$ cat config.mk
export PLATFORM = sky130hd
export DESIGN_NAME = lcd_req_sched_flat
export DESIGN_NICKNAME = d
export VERILOG_FILES = /design/src/rtl/lcd_req_sched_if.sv /design/src/rtl/lcd_req_sched.sv /design/src/flat_wrapper.sv
export SDC_FILE = /design/constraint.sdc
export NUM_CORES = 1
export LEC_CHECK = 0
export BUFFER_PORTS_ARGS = -buffer_cell sky130_fd_sc_hd__buf_2
export CORE_MARGIN = 1
export CORE_UTILIZATION = 45
export CTS_BUF_LIST = sky130_fd_sc_hd__clkbuf_8
export DETAILED_ROUTE_END_ITERATION = 7
export PLACE_DENSITY = 0.73
export SYNTH_ARGS = -nofsm -noshare
export SYNTH_HDL_FRONTEND = slang
export SYNTH_SLANG_ARGS = --single-unit
$ cat constraint.sdc
create_clock -name clk -period 3.5 [get_ports clk]
set_clock_uncertainty 0.1 [all_clocks]
set_input_delay 0.7 -clock clk [delete_from_list [all_inputs] [get_ports clk]]
set_output_delay 0.7 -clock clk [all_outputs]
set_load 0.005 [all_outputs]
$ cat src/rtl/lcd_req_sched_if.sv
// Requester-side bundle of the LCD request scheduler.
//   req_valid  [1:0]  per-requester request, held with its command until accepted
//   req_cmd0   [2:0]  requester 0 command
//   req_cmd1   [2:0]  requester 1 command
//   req_ready  [1:0]  one-hot accept pulse from the scheduler (combinational)
//   rsp_valid         returned pixel valid
//   rsp_data   [7:0]  returned pixel
//   rsp_id            requester that owns rsp_data
//   rsp_last          marks the 16th pixel of a burst
// master: requester side; slave: scheduler side.
interface lcd_req_sched_if;
  logic [1:0] req_valid;
  logic [2:0] req_cmd0;
  logic [2:0] req_cmd1;
  logic [1:0] req_ready;
  logic       rsp_valid;
  logic [7:0] rsp_data;
  logic       rsp_id;
  logic       rsp_last;

  modport master (
    output req_valid, req_cmd0, req_cmd1,
    input  req_ready, rsp_valid, rsp_data, rsp_id, rsp_last
  );

  modport slave (
    input  req_valid, req_cmd0, req_cmd1,
    output req_ready, rsp_valid, rsp_data, rsp_id, rsp_last
  );
endinterface

$ cat src/rtl/lcd_req_sched.sv
// Shares one LCD_CTRL-style display engine between two requesters.
// Round-robin arbitration, one 3-bit command in flight at a time. A LOAD
// streams 64 image bytes from the image memory into the engine; every
// command ends with a 16-pixel output burst that is returned to the owner.
// Ports:
//   clk, reset        rising-edge clock, asynchronous active-high reset
//   bus (slave)       requester handshake and response stream
//   img_addr  [6:0]   image memory address {id, idx}; memory has 1-cycle read latency
//   img_rdata [7:0]   image memory read data
//   lcd_cmd   [2:0]   command to the engine
//   lcd_cmd_valid     command strobe, issue cycle only (combinational)
//   lcd_datain [7:0]  pixel to engine during LOAD (image read data)
//   lcd_dataout [7:0] engine pixel output
//   lcd_output_valid  engine pixel qualifier
//   lcd_busy          engine busy
//   err_timeout       sticky: command did not finish within TIMEOUT cycles
//   err_count         sticky: burst length was not 16
module lcd_req_sched #(
  parameter int TIMEOUT = 200
) (
  input  logic             clk,
  input  logic             reset,
  lcd_req_sched_if.slave   bus,
  output logic [6:0]       img_addr,
  input  logic [7:0]       img_rdata,
  output logic [2:0]       lcd_cmd,
  output logic             lcd_cmd_valid,
  output logic [7:0]       lcd_datain,
  input  logic [7:0]       lcd_dataout,
  input  logic             lcd_output_valid,
  input  logic             lcd_busy,
  output logic             err_timeout,
  output logic             err_count
);

  typedef enum logic [1:0] {IDLE, LOAD, WAIT_DONE} state_t;

  state_t     state, state_nxt;
  logic       last_grant;
  logic       id;
  logic [6:0] idx;
  logic [7:0] timer;
  logic [4:0] pcnt;

  logic       grant;
  logic       gsel;
  logic [2:0] gcmd;
  logic       fwd;
  logic [4:0] pcnt_inc;
  logic       timeout_hit;
  logic       done_hit;

  // Pixel counter saturates so a runaway engine cannot wrap back to 16.
  function automatic logic [4:0] sat_inc5(input logic [4:0] v, input logic en);
    if (en && (v != 5'd31)) return v + 5'd1;
    return v;
  endfunction

  always_comb begin
    state_nxt     = state;
    bus.req_ready = 2'b00;
    lcd_cmd_valid = 1'b0;
    lcd_cmd       = 3'd0;
    img_addr      = 7'd0;
    lcd_datain    = 8'd0;

    // Sole requester wins; on a tie the one not granted last time wins.
    gsel = (bus.req_valid == 2'b10) ? 1'b1 :
           (bus.req_valid == 2'b01) ? 1'b0 : ~last_grant;
    gcmd  = gsel ? bus.req_cmd1 : bus.req_cmd0;
    grant = (state == IDLE) && !reset && !lcd_busy && (bus.req_valid != 2'b00);

    fwd         = (state != IDLE) && lcd_output_valid;
    pcnt_inc    = sat_inc5(pcnt, fwd);
    timeout_hit = (state != IDLE) && (timer == 8'(TIMEOUT - 1));
    // Engine raises busy the cycle after issue, so busy low only counts from
    // the second cycle after issue (timer != 0).
    done_hit    = (state == WAIT_DONE) && !lcd_busy && (timer != 8'd0);

    case (state)
      IDLE: begin
        if (grant) begin
          bus.req_ready = gsel ? 2'b10 : 2'b01;
          lcd_cmd_valid = 1'b1;
          lcd_cmd       = gcmd;
          if (gcmd == 3'd1) begin
            // First read issued with the command so byte 0 lands in cycle 1.
            img_addr  = {gsel, 6'd0};
            state_nxt = LOAD;
          end else begin
            state_nxt = WAIT_DONE;
          end
        end
      end
      LOAD: begin
        img_addr   = {id, idx[5:0]};
        lcd_datain = img_rdata;
        if (idx == 7'd64) state_nxt = WAIT_DONE;
      end
      WAIT_DONE: begin
        if (done_hit) state_nxt = IDLE;
      end
      default: state_nxt = IDLE;
    endcase

    if (timeout_hit) state_nxt = IDLE;
  end

  always_ff @(posedge clk or posedge reset) begin
    if (reset) begin
      state         <= IDLE;
      last_grant    <= 1'b1;
      id            <= 1'b0;
      idx           <= 7'd0;
      timer         <= 8'd0;
      pcnt          <= 5'd0;
      bus.rsp_valid <= 1'b0;
      bus.rsp_data  <= 8'd0;
      bus.rsp_id    <= 1'b0;
      bus.rsp_last  <= 1'b0;
      err_timeout   <= 1'b0;
      err_count     <= 1'b0;
    end else begin
      state <= state_nxt;

      if (grant) begin
        id         <= gsel;
        last_grant <= gsel;
        timer      <= 8'd0;
        idx        <= 7'd1;
      end else if (state != IDLE) begin
        timer <= timer + 8'd1;
      end

      if ((state == LOAD) && (idx <= 7'd63)) idx <= idx + 7'd1;

      // Response stage: engine pixel -> registered response.
      bus.rsp_valid <= fwd;
      bus.rsp_last  <= fwd && (pcnt == 5'd15);
      if (fwd) begin
        bus.rsp_data <= lcd_dataout;
        bus.rsp_id   <= id;
      end

      if ((state != IDLE) && (state_nxt == IDLE)) pcnt <= 5'd0;
      else                                        pcnt <= pcnt_inc;

      if (fwd && (pcnt >= 5'd16)) err_count <= 1'b1;
      if (timeout_hit) err_timeout <= 1'b1;
      else if (done_hit && (pcnt_inc != 5'd16)) err_count <= 1'b1;
    end
  end

endmodule

$ cat src/flat_wrapper.sv
// flat-port wrapper written by rule: the top's interface ports become plain ports
module lcd_req_sched_flat 
#(
  parameter int TIMEOUT = 200
)
  (clk, reset, img_addr, img_rdata, lcd_cmd, lcd_cmd_valid, lcd_datain, lcd_dataout, lcd_output_valid, lcd_busy, err_timeout, err_count, bus_req_valid, bus_req_cmd0, bus_req_cmd1, bus_req_ready, bus_rsp_valid, bus_rsp_data, bus_rsp_id, bus_rsp_last);
  lcd_req_sched_if bus_i ();
  input  logic clk;
  input  logic reset;
  output logic [6:0] img_addr;
  input  logic [7:0] img_rdata;
  output logic [2:0] lcd_cmd;
  output logic lcd_cmd_valid;
  output logic [7:0] lcd_datain;
  input  logic [7:0] lcd_dataout;
  input  logic lcd_output_valid;
  input  logic lcd_busy;
  output logic err_timeout;
  output logic err_count;
  input wire logic [$bits(bus_i.req_valid)-1:0] bus_req_valid;
  input wire logic [$bits(bus_i.req_cmd0)-1:0] bus_req_cmd0;
  input wire logic [$bits(bus_i.req_cmd1)-1:0] bus_req_cmd1;
  output wire logic [$bits(bus_i.req_ready)-1:0] bus_req_ready;
  output wire logic [$bits(bus_i.rsp_valid)-1:0] bus_rsp_valid;
  output wire logic [$bits(bus_i.rsp_data)-1:0] bus_rsp_data;
  output wire logic [$bits(bus_i.rsp_id)-1:0] bus_rsp_id;
  output wire logic [$bits(bus_i.rsp_last)-1:0] bus_rsp_last;
  assign bus_i.req_valid = bus_req_valid;
  assign bus_i.req_cmd0 = bus_req_cmd0;
  assign bus_i.req_cmd1 = bus_req_cmd1;
  assign bus_req_ready = bus_i.req_ready;
  assign bus_rsp_valid = bus_i.rsp_valid;
  assign bus_rsp_data = bus_i.rsp_data;
  assign bus_rsp_id = bus_i.rsp_id;
  assign bus_rsp_last = bus_i.rsp_last;
  lcd_req_sched #(.TIMEOUT(TIMEOUT)) u_core (.clk(clk), .reset(reset), .bus(bus_i), .img_addr(img_addr), .img_rdata(img_rdata), .lcd_cmd(lcd_cmd), .lcd_cmd_valid(lcd_cmd_valid), .lcd_datain(lcd_datain), .lcd_dataout(lcd_dataout), .lcd_output_valid(lcd_output_valid), .lcd_busy(lcd_busy), .err_timeout(err_timeout), .err_count(err_count));
endmodule
==> impl_metrics.yaml <==
logic_synthesis:
  synth_seq_cells: 37
  yosysWarnings: 0
  synth_flop_cell: "dfrtp_1"
  netlist_instances: 236
  ys_types: 52
  synthMuxAreaShare: 0
  synth-edff-count: 0
  synthSimpleGateAreaFrac: 0.280
  yosys.area_share.adder: 0.0409
  synth_nets: 271
  synth-compound-area-share: 0.158
  synth_top_family_by_area: "simple AND/OR/NAND/NOR gates"
  syn-cell-area_mm2: 0.00214
  ys_seq_area_frac: 0.433
  syn_avg_cell_area_um2: 9.07
  async_reset_ff_frac: 1.00
  synth-xor-area-share: 0.0368
status:
  status: "finished with violations"
  violations: "design-rule violations"
floorplanning:
  pin_count: 62
  die_h_um: 71.0
  start_util: 0.478
  num_rows: 24
  core_mm2: 0.00447
  die-area_mm2: 0.00504
  dieWidth_um: 71.0
final_layout:
  fin_nets: 334
  multiInputGateArea_mm2: 0.00110
  fin_util: 0.576
  area_delta_synth_final_pct: 20.3
  final-seq-area_um2: 927
  design_area_mm2: 0.00258
  layout-drive-gt1-share: 0.293
  n_antenna_cell: 0
  final_cell_mix: "buf_2 (61), nand2_1 (42), dfrtp_1 (36), nor2_1 (15)"
  fillers: 409
  layout_commonest_cell: "buf_2"
clock_tree:
  tritoncts: "yes"
  cts_resized: 0
  cts.sinks: 37
  cts_post_setup_buffers_inserted: 0
  clk_latency_ps: 290
  ctsHoldBuffers: 0
  path_clk_slew_ps: 70
  cts_max_level: 2
  clock_path_buffers: 2
  cts_buffers: 5
  cts_root_buf: "clkbuf_8"
critical_path:
  crit_chain: "buf_4 > nor4_1 > o21ai_1 > o41ai_1 > buf_2"
  start_kind: "register"
  crit_fanout: 11
  crit_required_ps: 2700
  rr_endpoint: "u_core.err_count"
  critPathSlowestCell: "o41ai_1"
  reg2reg_depth: 7
  crit_arrival_ps: 2100
  critPathBufInv: 2
  r2r_setup_slack_ps: 1360
  crit_type: "reg -> out"
  r2r_start: "u_core.pcnt[0]"
  critical-path-top-delay-family: "compound AO/OA/AOI/OAI gates"
  cp-end-kind: "output pin"
  startpoint: "u_core.state[0]"
  cpPeakStageDelay_ps: 420
global_route:
  gr-max-usage-layer: "met2"
  grt_use_total: 0.197
  antenna_found_initial: 0
  grt_max_degree: 27
  grt_overflow: 0
  grt_first_pass_wirelength_um: 7850
  grt_use_met1: 0.254
  grt_util_met3: 0.0356
  grt_util_met2: 0.333
  grt_pass1_vias: 1803
power:
  clkPwrFrac: 0.164
  power_leakage_uw: 0.00133
  p_total_uw: 1800
  swShare: 0.411
  p_int_uw: 1060
  irDropWorstVdd_v: 0.000240
  power.density_mw_per_mm2: 700
  seqPwrFrac: 0.402
  power_switching_uw: 742
  combPwrFrac: 0.434
timing:
  max_clock_freq_mhz: 345
  setup_viol_count_final: 0
  fin_crit_ps: 2900
  hold_viol_final: 0
  finalCritPeriodShare: 0.828
  rsz0062_at_grt: "no"
  slew_viol_final: 0
  tightest_slew_ps: 880
  maxSlewHeadroom: 0.409
  whs_ps: 313
  tns_ps: 0
detailed_routing:
  wl_per_cell_um: 12.9
  drt-total-wl_um: 4560
  drc: 5
  drt_iter0_markers: 102
  drt.antenna.violating_nets: 0
  vias: 1910
  firstDrtPassIters: 8
  routed_via_density: 5.43
job:
  drv_cap: 0
placement:
  dp_hpwl_um: 3370
  gp_congestion: 0.814
  port_buffers: 61
  placed_area_mm2: 0.00249
worst_hold_path:
  hold_class: "in -> async"
metrics by stage:
| step | setup slack (ps) | cells |
|---|---|---|
| 2_1_floorplan | 1110 | 236 |
| 6_report | 604 | 352 |
| 3_5_place_dp | 626 | 344 |
| 3_3_place_gp | 657 | 344 |
| 4_1_cts | 570 | 352 |
| 5_1_grt | 342 | 352 |
layer usage:
| layer | share of wire | vias to the layer above |
|---|---|---|
| met5 | 0 | - |
| met4 | 0.013 | 0 |
| met3 | 0.054 | 6 |
| met2 | 0.46 | 71 |
| met1 | 0.47 | 888 |
| li1 | - | 945 |
cells in the mapped netlist, drive strengths merged (2+ instances only):
master / number / area share
nand2: 42 / 0.074
dfrtp: 36 / 0.42
nor2: 16 / 0.029
o21ai: 14 / 0.034
and2: 13 / 0.038
inv: 13 / 0.023
nand3: 9 / 0.021
a21oi: 7 / 0.016
ha: 7 / 0.041
xor2: 7 / 0.029
a211oi: 6 / 0.026
nor3: 6 / 0.014
buf: 5 / 0.017
nand4: 5 / 0.020
a21o: 4 / 0.014
and3: 4 / 0.012
clkbuf: 4 / 0.0070
or2: 4 / 0.012
or3: 4 / 0.012
nor2b: 3 / 0.0099
nor4: 3 / 0.0088
o31ai: 2 / 0.0070
xnor2: 2 / 0.0082
logic make-up (layout without fill, tap and decap cells):
| family | after synthesis | after routing |
|---|---|---|
| AND/OR/NAND/NOR | 114 | 114 |
| XOR/XNOR | 9 | 9 |
| adder cells (fa/ha/maj) | 7 | 7 |
| flip-flops | 37 | 37 |
| AO/OA/AOI/OAI | 46 | 46 |
| buffers and inverters | 23 | 87 |
registers in the layout (all words and copies together), names as in the netlist:
| name | flops |
|---|---|
| u_core.err_count | 1 |
| u_core.idx | 7 |
| u_core.last_grant | 1 |
| u_core.bus.rsp_data | 8 |
| u_core.state | 2 |
| u_core.err_timeout | 1 |
| u_core.bus.rsp_last | 1 |
| u_core.timer | 8 |
| u_core.bus.rsp_id | 1 |
| u_core.id | 1 |
| u_core.bus.rsp_valid | 1 |
| u_core.pcnt | 5 |
layout make-up:
| class | count | area share |
|---|---|---|
| Clock buffer | 5 | 0.0267 |
| Clock inverter | 3 | 0.00680 |
| Inverter | 14 | 0.0223 |
| Multi-Input combinational cell | 176 | 0.429 |
| Sequential cell | 37 | 0.360 |
| Tap cell | 52 | 0.0253 |
| Timing Repair Buffer | 65 | 0.130 |
worst max-delay path by stage:
| stage | endpoint | slack (ps) | cells after the start |
|---|---|---|---|
| after global routing | img_addr[6] | 340 | 5 |
| after global placement | img_addr[6] | 660 | 5 |
| after detailed placement | lcd_cmd_valid | 630 | 5 |
| final | img_addr[6] | 600 | 5 |
| after CTS | img_addr[6] | 570 | 5 |
| after floorplan | img_addr[6] | 1110 | 4 |
power groups by stage:
stage / clock [uW] / sequential [uW] / combinational, uW
3_5_place_dp: 0 / 730 / 787
2_1_floorplan: 0 / 704 / 578
5_1_grt: 323 / 750 / 894
6_report: 297 / 725 / 782
4_1_cts: 304 / 723 / 791
3_3_place_gp: 0 / 726 / 762
(Power assumes the default switching activity.)
